==> src/rtl/ps2_host_tx.sv <==
// Host-to-device PS/2 transmitter: inhibit, start, 8 data bits LSB first, odd parity, stop, ACK check.
// Optional macro PS2_TX_FILTER_EN adds an 8-sample agreement filter on the synced PS/2 clock.
module ps2_host_tx #(
    parameter int unsigned INHIBIT_CYCLES = 5000,
    parameter int unsigned TIMEOUT_CYCLES = 1000000
) (
    input  logic       clock,
    input  logic       reset_n,
    input  logic [7:0] tx_data,
    input  logic       tx_valid,
    output logic       tx_ready,
    output logic       tx_busy,
    output logic       tx_done,
    output logic       tx_error,
    input  logic       ps2_clock_in,
    input  logic       ps2_data_in,
    output logic       ps2_clock_oe,
    output logic       ps2_data_oe
);

    localparam int unsigned InhW = $clog2(INHIBIT_CYCLES + 1);
    localparam int unsigned ToW  = $clog2(TIMEOUT_CYCLES + 1);
    localparam logic [InhW-1:0] InhLast = InhW'(INHIBIT_CYCLES - 1);
    localparam logic [ToW-1:0]  ToLast  = ToW'(TIMEOUT_CYCLES - 1);

    typedef enum logic [2:0] {
        StIdle,
        StInhibit,
        StStart,
        StSend,
        StAck,
        StWaitIdle
    } state_e;

    state_e          state_q, state_d;
    logic [InhW-1:0] inh_cnt_q, inh_cnt_d;
    logic [ToW-1:0]  to_cnt_q, to_cnt_d;
    logic [3:0]      bit_cnt_q, bit_cnt_d;
    logic [9:0]      frame_q, frame_d;
    logic            data_oe_q, data_oe_d;
    logic            done_q, done_d;
    logic            error_q, error_d;

    logic [1:0] clk_sync_q, data_sync_q;
    logic       clk_synced, data_synced, clk_clean, clk_prev_q;
    logic       edge_active, fall;

    // Idle bus level is high, so synchronizers reset to 1 to avoid a false edge.
    always_ff @(posedge clock or negedge reset_n) begin
        if (!reset_n) begin
            clk_sync_q  <= 2'b11;
            data_sync_q <= 2'b11;
        end else begin
            clk_sync_q  <= {clk_sync_q[0], ps2_clock_in};
            data_sync_q <= {data_sync_q[0], ps2_data_in};
        end
    end

    assign clk_synced  = clk_sync_q[1];
    assign data_synced = data_sync_q[1];

`ifdef PS2_TX_FILTER_EN
    logic [2:0] filt_cnt_q;
    logic       clk_filt_q;

    always_ff @(posedge clock or negedge reset_n) begin
        if (!reset_n) begin
            filt_cnt_q <= 3'd0;
            clk_filt_q <= 1'b1;
        end else if (clk_synced == clk_filt_q) begin
            filt_cnt_q <= 3'd0;
        end else if (filt_cnt_q == 3'd7) begin
            filt_cnt_q <= 3'd0;
            clk_filt_q <= clk_synced;
        end else begin
            filt_cnt_q <= filt_cnt_q + 3'd1;
        end
    end

    assign clk_clean = clk_filt_q;
`else
    assign clk_clean = clk_synced;
`endif

    always_ff @(posedge clock or negedge reset_n) begin
        if (!reset_n) begin
            clk_prev_q <= 1'b1;
        end else begin
            clk_prev_q <= clk_clean;
        end
    end

    // Edges only matter once the device owns the clock line.
    assign edge_active = (state_q == StSend) || (state_q == StAck);
    assign fall        = edge_active && clk_prev_q && !clk_clean;

    always_comb begin
        state_d   = state_q;
        inh_cnt_d = inh_cnt_q;
        to_cnt_d  = to_cnt_q;
        bit_cnt_d = bit_cnt_q;
        frame_d   = frame_q;
        data_oe_d = data_oe_q;
        done_d    = 1'b0;
        error_d   = 1'b0;

        unique case (state_q)
            StIdle: begin
                data_oe_d = 1'b0;
                if (tx_valid) begin
                    frame_d   = {1'b1, ~^tx_data, tx_data};
                    inh_cnt_d = '0;
                    bit_cnt_d = 4'd0;
                    state_d   = StInhibit;
                end
            end
            StInhibit: begin
                if (inh_cnt_q == InhLast) begin
                    data_oe_d = 1'b1;
                    state_d   = StStart;
                end else begin
                    inh_cnt_d = inh_cnt_q + InhW'(1);
                end
            end
            StStart: begin
                to_cnt_d = '0;
                state_d  = StSend;
            end
            StSend, StAck, StWaitIdle: begin
                if (to_cnt_q == ToLast) begin
                    // Timeout takes priority over any edge seen this cycle.
                    data_oe_d = 1'b0;
                    error_d   = 1'b1;
                    state_d   = StIdle;
                end else begin
                    to_cnt_d = to_cnt_q + ToW'(1);
                    if (state_q == StSend) begin
                        if (fall) begin
                            data_oe_d = ~frame_q[bit_cnt_q];
                            bit_cnt_d = bit_cnt_q + 4'd1;
                            if (bit_cnt_q == 4'd9) begin
                                state_d = StAck;
                            end
                        end
                    end else if (state_q == StAck) begin
                        if (fall) begin
                            bit_cnt_d = bit_cnt_q + 4'd1;
                            if (!data_synced) begin
                                state_d = StWaitIdle;
                            end else begin
                                error_d = 1'b1;
                                state_d = StIdle;
                            end
                        end
                    end else begin
                        if (clk_synced && data_synced) begin
                            done_d  = 1'b1;
                            state_d = StIdle;
                        end
                    end
                end
            end
            default: begin
                data_oe_d = 1'b0;
                state_d   = StIdle;
            end
        endcase
    end

    always_ff @(posedge clock or negedge reset_n) begin
        if (!reset_n) begin
            state_q   <= StIdle;
            inh_cnt_q <= '0;
            to_cnt_q  <= '0;
            bit_cnt_q <= 4'd0;
            frame_q   <= 10'd0;
            data_oe_q <= 1'b0;
            done_q    <= 1'b0;
            error_q   <= 1'b0;
        end else begin
            state_q   <= state_d;
            inh_cnt_q <= inh_cnt_d;
            to_cnt_q  <= to_cnt_d;
            bit_cnt_q <= bit_cnt_d;
            frame_q   <= frame_d;
            data_oe_q <= data_oe_d;
            done_q    <= done_d;
            error_q   <= error_d;
        end
    end

    assign tx_ready     = (state_q == StIdle);
    assign tx_busy      = (state_q != StIdle);
    assign tx_done      = done_q;
    assign tx_error     = error_q;
    assign ps2_clock_oe = (state_q == StInhibit) || (state_q == StStart);
    assign ps2_data_oe  = data_oe_q;

endmodule

==> config.mk <==
export PLATFORM = sky130hd
export DESIGN_NAME = ps2_host_tx
export DESIGN_NICKNAME = d
export VERILOG_FILES = /design/src/rtl/ps2_host_tx.sv
export SDC_FILE = /design/constraint.sdc
export NUM_CORES = 1
export LEC_CHECK = 0
export ABC_AREA = 1
export ABC_CLOCK_PERIOD_IN_PS = 2400
export CORE_MARGIN = 2
export CORE_UTILIZATION = 55
export DETAILED_ROUTE_END_ITERATION = 10
export GPL_TIMING_DRIVEN = 0
export PLACE_DENSITY = 0.81
export SYNTH_ARGS = -nofsm -noshare
export SYNTH_HDL_FRONTEND = slang
export SYNTH_SLANG_ARGS = --single-unit
==> constraint.sdc <==
create_clock -name clock -period 2.4 [get_ports clock]
set_clock_uncertainty 0.15 [all_clocks]
set_input_delay 0.48 -clock clock [delete_from_list [all_inputs] [get_ports clock]]
set_output_delay 0.48 -clock clock [all_outputs]
set_load 0.05 [all_outputs]
======== After elaboration in Yosys (flattened, before gate mapping) ========
Index checks and enable logic that the tools add are counted.
storage, ports and cells
  output and inout bits ................... 6
  logic and storage cells ................. 95
  register bits ........................... 58
  input port bits ......................... 13
cells by class
  eq/ne operators ......................... 19
  muxes and demuxes ....................... 40
  reduce and logical (&&, ||, !) cells .... 19
  $lt $le $gt $ge ......................... 1
  add/sub/neg operators ................... 3
  bitwise operators ....................... 2
operators with widths
  cell                     count
  $pmux W20 S2             1
  $mux W3                  10
  $mux W13                 2
  $pmux W13 S2             1
  $add A20 B1 Y20 const B  1
  $eq A20 B20 Y1 const B   1
  $mux W20                 1
  $mux W4                  5
  $mux W1                  16
  $add A13 B1 Y13 const B  1
  $eq A13 B13 Y1 const B   1
  $ne A4 B4 Y1 const B     3
  $pmux W3 S4              1
  $ne A3 B3 Y1 const B     3
  $ne A2 B2 Y1 const B     4
  $pmux W4 S2              1
  $reduce_and A4 Y1        2
  $reduce_xnor A8 Y1       1
  $eq A3 B2 Y1 const B     2
  $eq A3 B3 Y1 const B     2
  $reduce_and A6 Y1        1
  $reduce_bool A2 Y1       3
  $lt A4 B5 Y1 const B     1
  $ne A5 B5 Y1 const B     1
  14 further kinds         19

======== Logic depth before layout (Yosys ltp) ========
  depth after elaboration ................. 9
  depth in mapped cells ................... 12
  depth with buffers taken out ............ 10

======== Worst setup path before layout ========
Ideal clock, no wire load.
  kind .................................... register -> register
  from .................................... reg state_q[0]
  to ...................................... reg inh_cnt_q[10]
  slack ................................... 0.192 ns
  library setup time ...................... 0.130 ns
  stages on the path, launching flop included .. 10
  required time ........................... 2.120 ns
  path buffers ............................ 1
  clock period less this slack ............ 2.208 ns
  arrival time ............................ 1.928 ns
  path through ............................ dfrtp_1 > inv_2 > nand2_1 > nor2_2 > inv_2 > nor2_8 > inv_2 > nand2_4 > buf_6 > o22ai_1
between the ends
  longest elaborated chain between the ends .. 3
  elaborated cells between the ends (all ways) .. 7
  classes of those cells .................. 3 x eq/ne; 1 x mux; 3 x reduce/logical
ends and longest elaborated chain
  item                                                                        line  text
  from (decl)                                                                 35    state_e state_q, state_d;
  from (signal assigned)                                                      172   state_q <= StIdle;
  from (signal assigned)                                                      181   state_q <= state_d;
  $logic_not A3 Y1 (*)                                                        --
  net tx_ready                                                                11    output logic tx_ready,
  $ne A2 B2 Y1 (no source line) / $reduce_bool A2 Y1 (equally long branches)  --
  $reduce_and A3 Y1 (no source line)                                          --
  to (signal assigned)                                                        182   inh_cnt_q <= inh_cnt_d;
  to (decl)                                                                   36    logic [InhW-1:0] inh_cnt_q, inh_cnt_d;
The timed path passes the listed nets; every way through them passes the cells marked *.
A chain may end at the register's enable or synchronous reset.

======== Final worst setup path ========
  from .................................... reg state_q[0]
  to ...................................... out ps2_clock_oe
between the ends
  longest elaborated chain between the ends .. 2
  elaborated cells between the ends (all ways) .. 3
  classes of those cells .................. 2 x eq/ne; 1 x reduce/logical
ends and longest elaborated chain
  item                                                 line  text
  $eq A3 B1 Y1 / $eq A3 B2 Y1 (equally long branches)  196   assign ps2_clock_oe = (state_q == StInhibit) || (state_q == StStart);
  $logic_or A1 B1 Y1 (*)                               196
  to (decl)                                            17    output logic ps2_clock_oe,
Mark *: on every way between the ends. The rest lies on a longest branch, timed or not.

==> impl_metrics.yaml <==
placement:
  io_buffers: 18
  dp.final_hpwl_mm: 6.03
  gp_congestion: 0.912
  placed_cell_area_mm2: 0.00388
route:
  routed_wl_mm: 8.15
  post-route-drc-count: 0
  dr.first_iter.drc_count: 205
  vias: 3304
  ant_nets: 0
  wire_per_inst_um: 13.5
  dr.pass1.iters: 5
  via_per_inst: 5.46
worst_setup_path:
  slowest_stage: "dfrtp_2"
  cp_max_fo: 7
  crit_required_ps: 1770
  endpoint_kind: "output pin"
  arrival_ps: 1670
  start_kind: "flip-flop"
  crit_path_max_incr_delay_ps: 430
  critical_path_class: "flip-flop to output pin"
  worstRegToRegCells: 7
  crit_chain: "inv_2, nor3_4, inv_1, nand2_1, buf_4"
sta:
  finalSetupViolCount: 0
  slew_violations: 0
  setup_tns_ps: 0
  max_slew_margin_pct: 62.2
  min_period_ps: 2300
  post-route-period-util_pct: 95.8
  rsz0062_at_grt: "no"
  tightest_slew_ps: 567
  fmax_ghz: 0.435
  hold_viol_final: 0
outcome:
  status: "complete, no violations"
synthesis:
  yosys-top-cells-area: "dfrtp_1 37%, nand2_1 14%, nand3_1 7.2%"
  syn_inst: 490
  ys_ff_latch: 58
  yosysSeqAreaShare_pct: 40.6
  synth.net_count: 507
  synth_top_area_share_pct: 36.9
  synth_cell_types: 34
  synth_area_mm2: 0.00359
  yosysWarnings: 0
  yosys.area.top_type: "dfrtp_1"
  avgSynthCellArea_um2: 7.33
pwr:
  cellLeakagePower_nw: 1.82
  p_sw_mw: 1.80
  pwr-share-seq_pct: 33.0
  clkPwrFrac_pct: 21.8
  internal_power_mw: 2.27
  switching_share_pct: 44.2
  combPwrFrac_pct: 45.2
  power_density_mw_per_mm2: 998
  vdd_drop_max_mv: 0.700
floorplan:
  fp.dieW_um: 84.8
  start_util_pct: 56.6
  fp.dieArea_mm2: 0.00719
  pin_count: 19
  die_h_um: 84.8
  fp-row-count: 29
  core_mm2: 0.00635
min_path:
  min_path_cells: 0
  hp-class: "flip-flop to flip-flop"
cts:
  clkTransAtPathRegs_ps: 70
  cts_buffers: 9
  worstSkewPairLatency_ps: 350
  htree_levels: 3
  cts_tree: "yes"
  clockBufferDepth: 2
  cts.sinks: 58
  root_buffer: "clkbuf_8"
layout:
  drive_above_1_share_pct: 13.8
  finish.utilization_pct: 64.4
  fin_nets: 540
  fillers: 542
  n_antenna_cell: 0
  area_growth_pct: 13.8
  final_area_mm2: 0.00409
global_routing:
  grt.total_usage_pct: 24.8
  grt_max_degree: 35
  grt_pass1_wl_mm: 14.3
  grt_pass1_vias: 3232
  global_route.overflow_total: 0
  antenna_found_initial: 0
flow_run:
  drv_cap: 0
[timing repair]
item,in CTS,in global routing
pin swaps,0,1
endpoints found under the hold margin,13,0
setup endpoints to repair,3,3
cloned,0,0
resized for setup,8,6
hold buffers,1,0
setup buffers,0,2
[worst paths after layout]
path | start | to | slack (ps)
setup / recovery | state_q[0] | ps2_clock_oe | 100
hold / removal | data_sync_q[0] | data_sync_q[1] | 210
setup reg to reg | to_cnt_q[0] | bit_cnt_q[0] | 290
hold reg to reg | data_sync_q[0] | data_sync_q[1] | 210
max in group asynchronous | reset_n | state_q[0] | 990
min in group asynchronous | reset_n | to_cnt_q[16] | 530
[state kept, by name, summed over array words and instances (netlist names)]
signal and cells:
clk_sync_q 2, clk_prev_q 1, state_q 3, tx_done 1
data_sync_q 2, bit_cnt_q 4, tx_error 1, inh_cnt_q 13
ps2_data_oe 1, frame_q 10, to_cnt_q 20
[layer usage]
layer	routed length [µm]	vias to the layer above	track usage (%)
met3	434	16	4.52
met1	3680	1545	32.9
met4	174	0	11.4
met5	0	-	0
li1	-	1633	-
met2	3860	110	39.6
[cell type report]
class | instances | area, µm² | share of cell area [%]
plain buffers | 8 | 71.3 | 1.74
clock buffers | 11 | 131 | 3.21
clock inverters | 5 | 55.1 | 1.35
inverters | 65 | 251 | 6.15
multi-input cells | 359 | 1820 | 44.4
flip-flops and latches | 58 | 1460 | 35.7
well taps | 77 | 96.3 | 2.36
repair buffers | 22 | 208 | 5.08
[kinds of logic after synthesis]
logic type,Yosys count,share of synthesized area [%]
and+or+nand+nor,284,35.8
xor gates and xnor gates,23,5.61
adders and majority gates,4,1.39
buffers and inverters,73,8.99
AOI/OAI and AO/OA,48,7.63
DFF,58,40.6
[layout by cell type (no fill, tap or decap), types with 6 or more instances in the layout]
cell type / n
xor2_1: 14
nand3_1: 52
nand2_1: 131
o21ai_2: 6
nand2_2: 8
inv_1: 57
o21ai_0: 20
o22ai_1: 9
clkbuf_8: 9
clkdlybuf4s50_1: 14
nor2_1: 57
xnor2_1: 9
inv_2: 7
a21oi_1: 8
nand4_1: 8
nor3_1: 9
dfrtp_1: 52
[cell usage after synthesis]
cell and instances:
nand2_1 131, nand4_1 8, o21ai_0 20, buf_6 2
ha_1 4, nor2_1 57, buf_12 1, and2_1 1
nand2_2 8, xnor2_1 9, nor3_2 1, nand3_2 2
buf_2 2, clkbuf_1 1, nand2_4 3, xor2_1 14
dfrtp_1 53, dfstp_2 5, a21oi_1 8, nand3b_1 1
buf_4 2, nand3_1 52, nor3_1 10, nor2_2 4
nor2_8 1, inv_8 1, o21ai_1 5, nor3_4 1
o22ai_1 9, nor2_4 1, or2_2 3, o21ai_2 6
inv_2 7, inv_1 57
[per-stage QoR]
| step | hold slack, ps | power [mW] | instances | worst slack (ps) |
|---|---|---|---|---|
| 2_1_floorplan | 34.4 | 2.72 | 490 | 192 |
| 3_3_place_gp | 196 | 3.13 | 585 | -1100 |
| 3_5_place_dp | 199 | 3.19 | 586 | -276 |
| 4_1_cts | 209 | 4.06 | 603 | -62.6 |
| 5_1_grt | 210 | 4.36 | 605 | 42.9 |
| 6_report | 208 | 4.08 | 605 | 101 |
[critical path: cells and delay by family (launching register included)]
| kind | cells | cell delay [ps] |
|---|---|---|
| buf+inv | 3 | 490 |
| flops | 1 | 430 |
| simple gates | 2 | 400 |
[power by group through the flow]
stage               Clock (mW)  Combinational [mW]  Sequential (mW)
floorplan                    0                1.37             1.35
global route             0.936                2.05             1.37
detailed placement           0                1.84             1.35
finish                   0.889                1.84             1.35
CTS                      0.899                1.82             1.34
global placement             0                1.78             1.35
(Power assumes the default switching activity.)
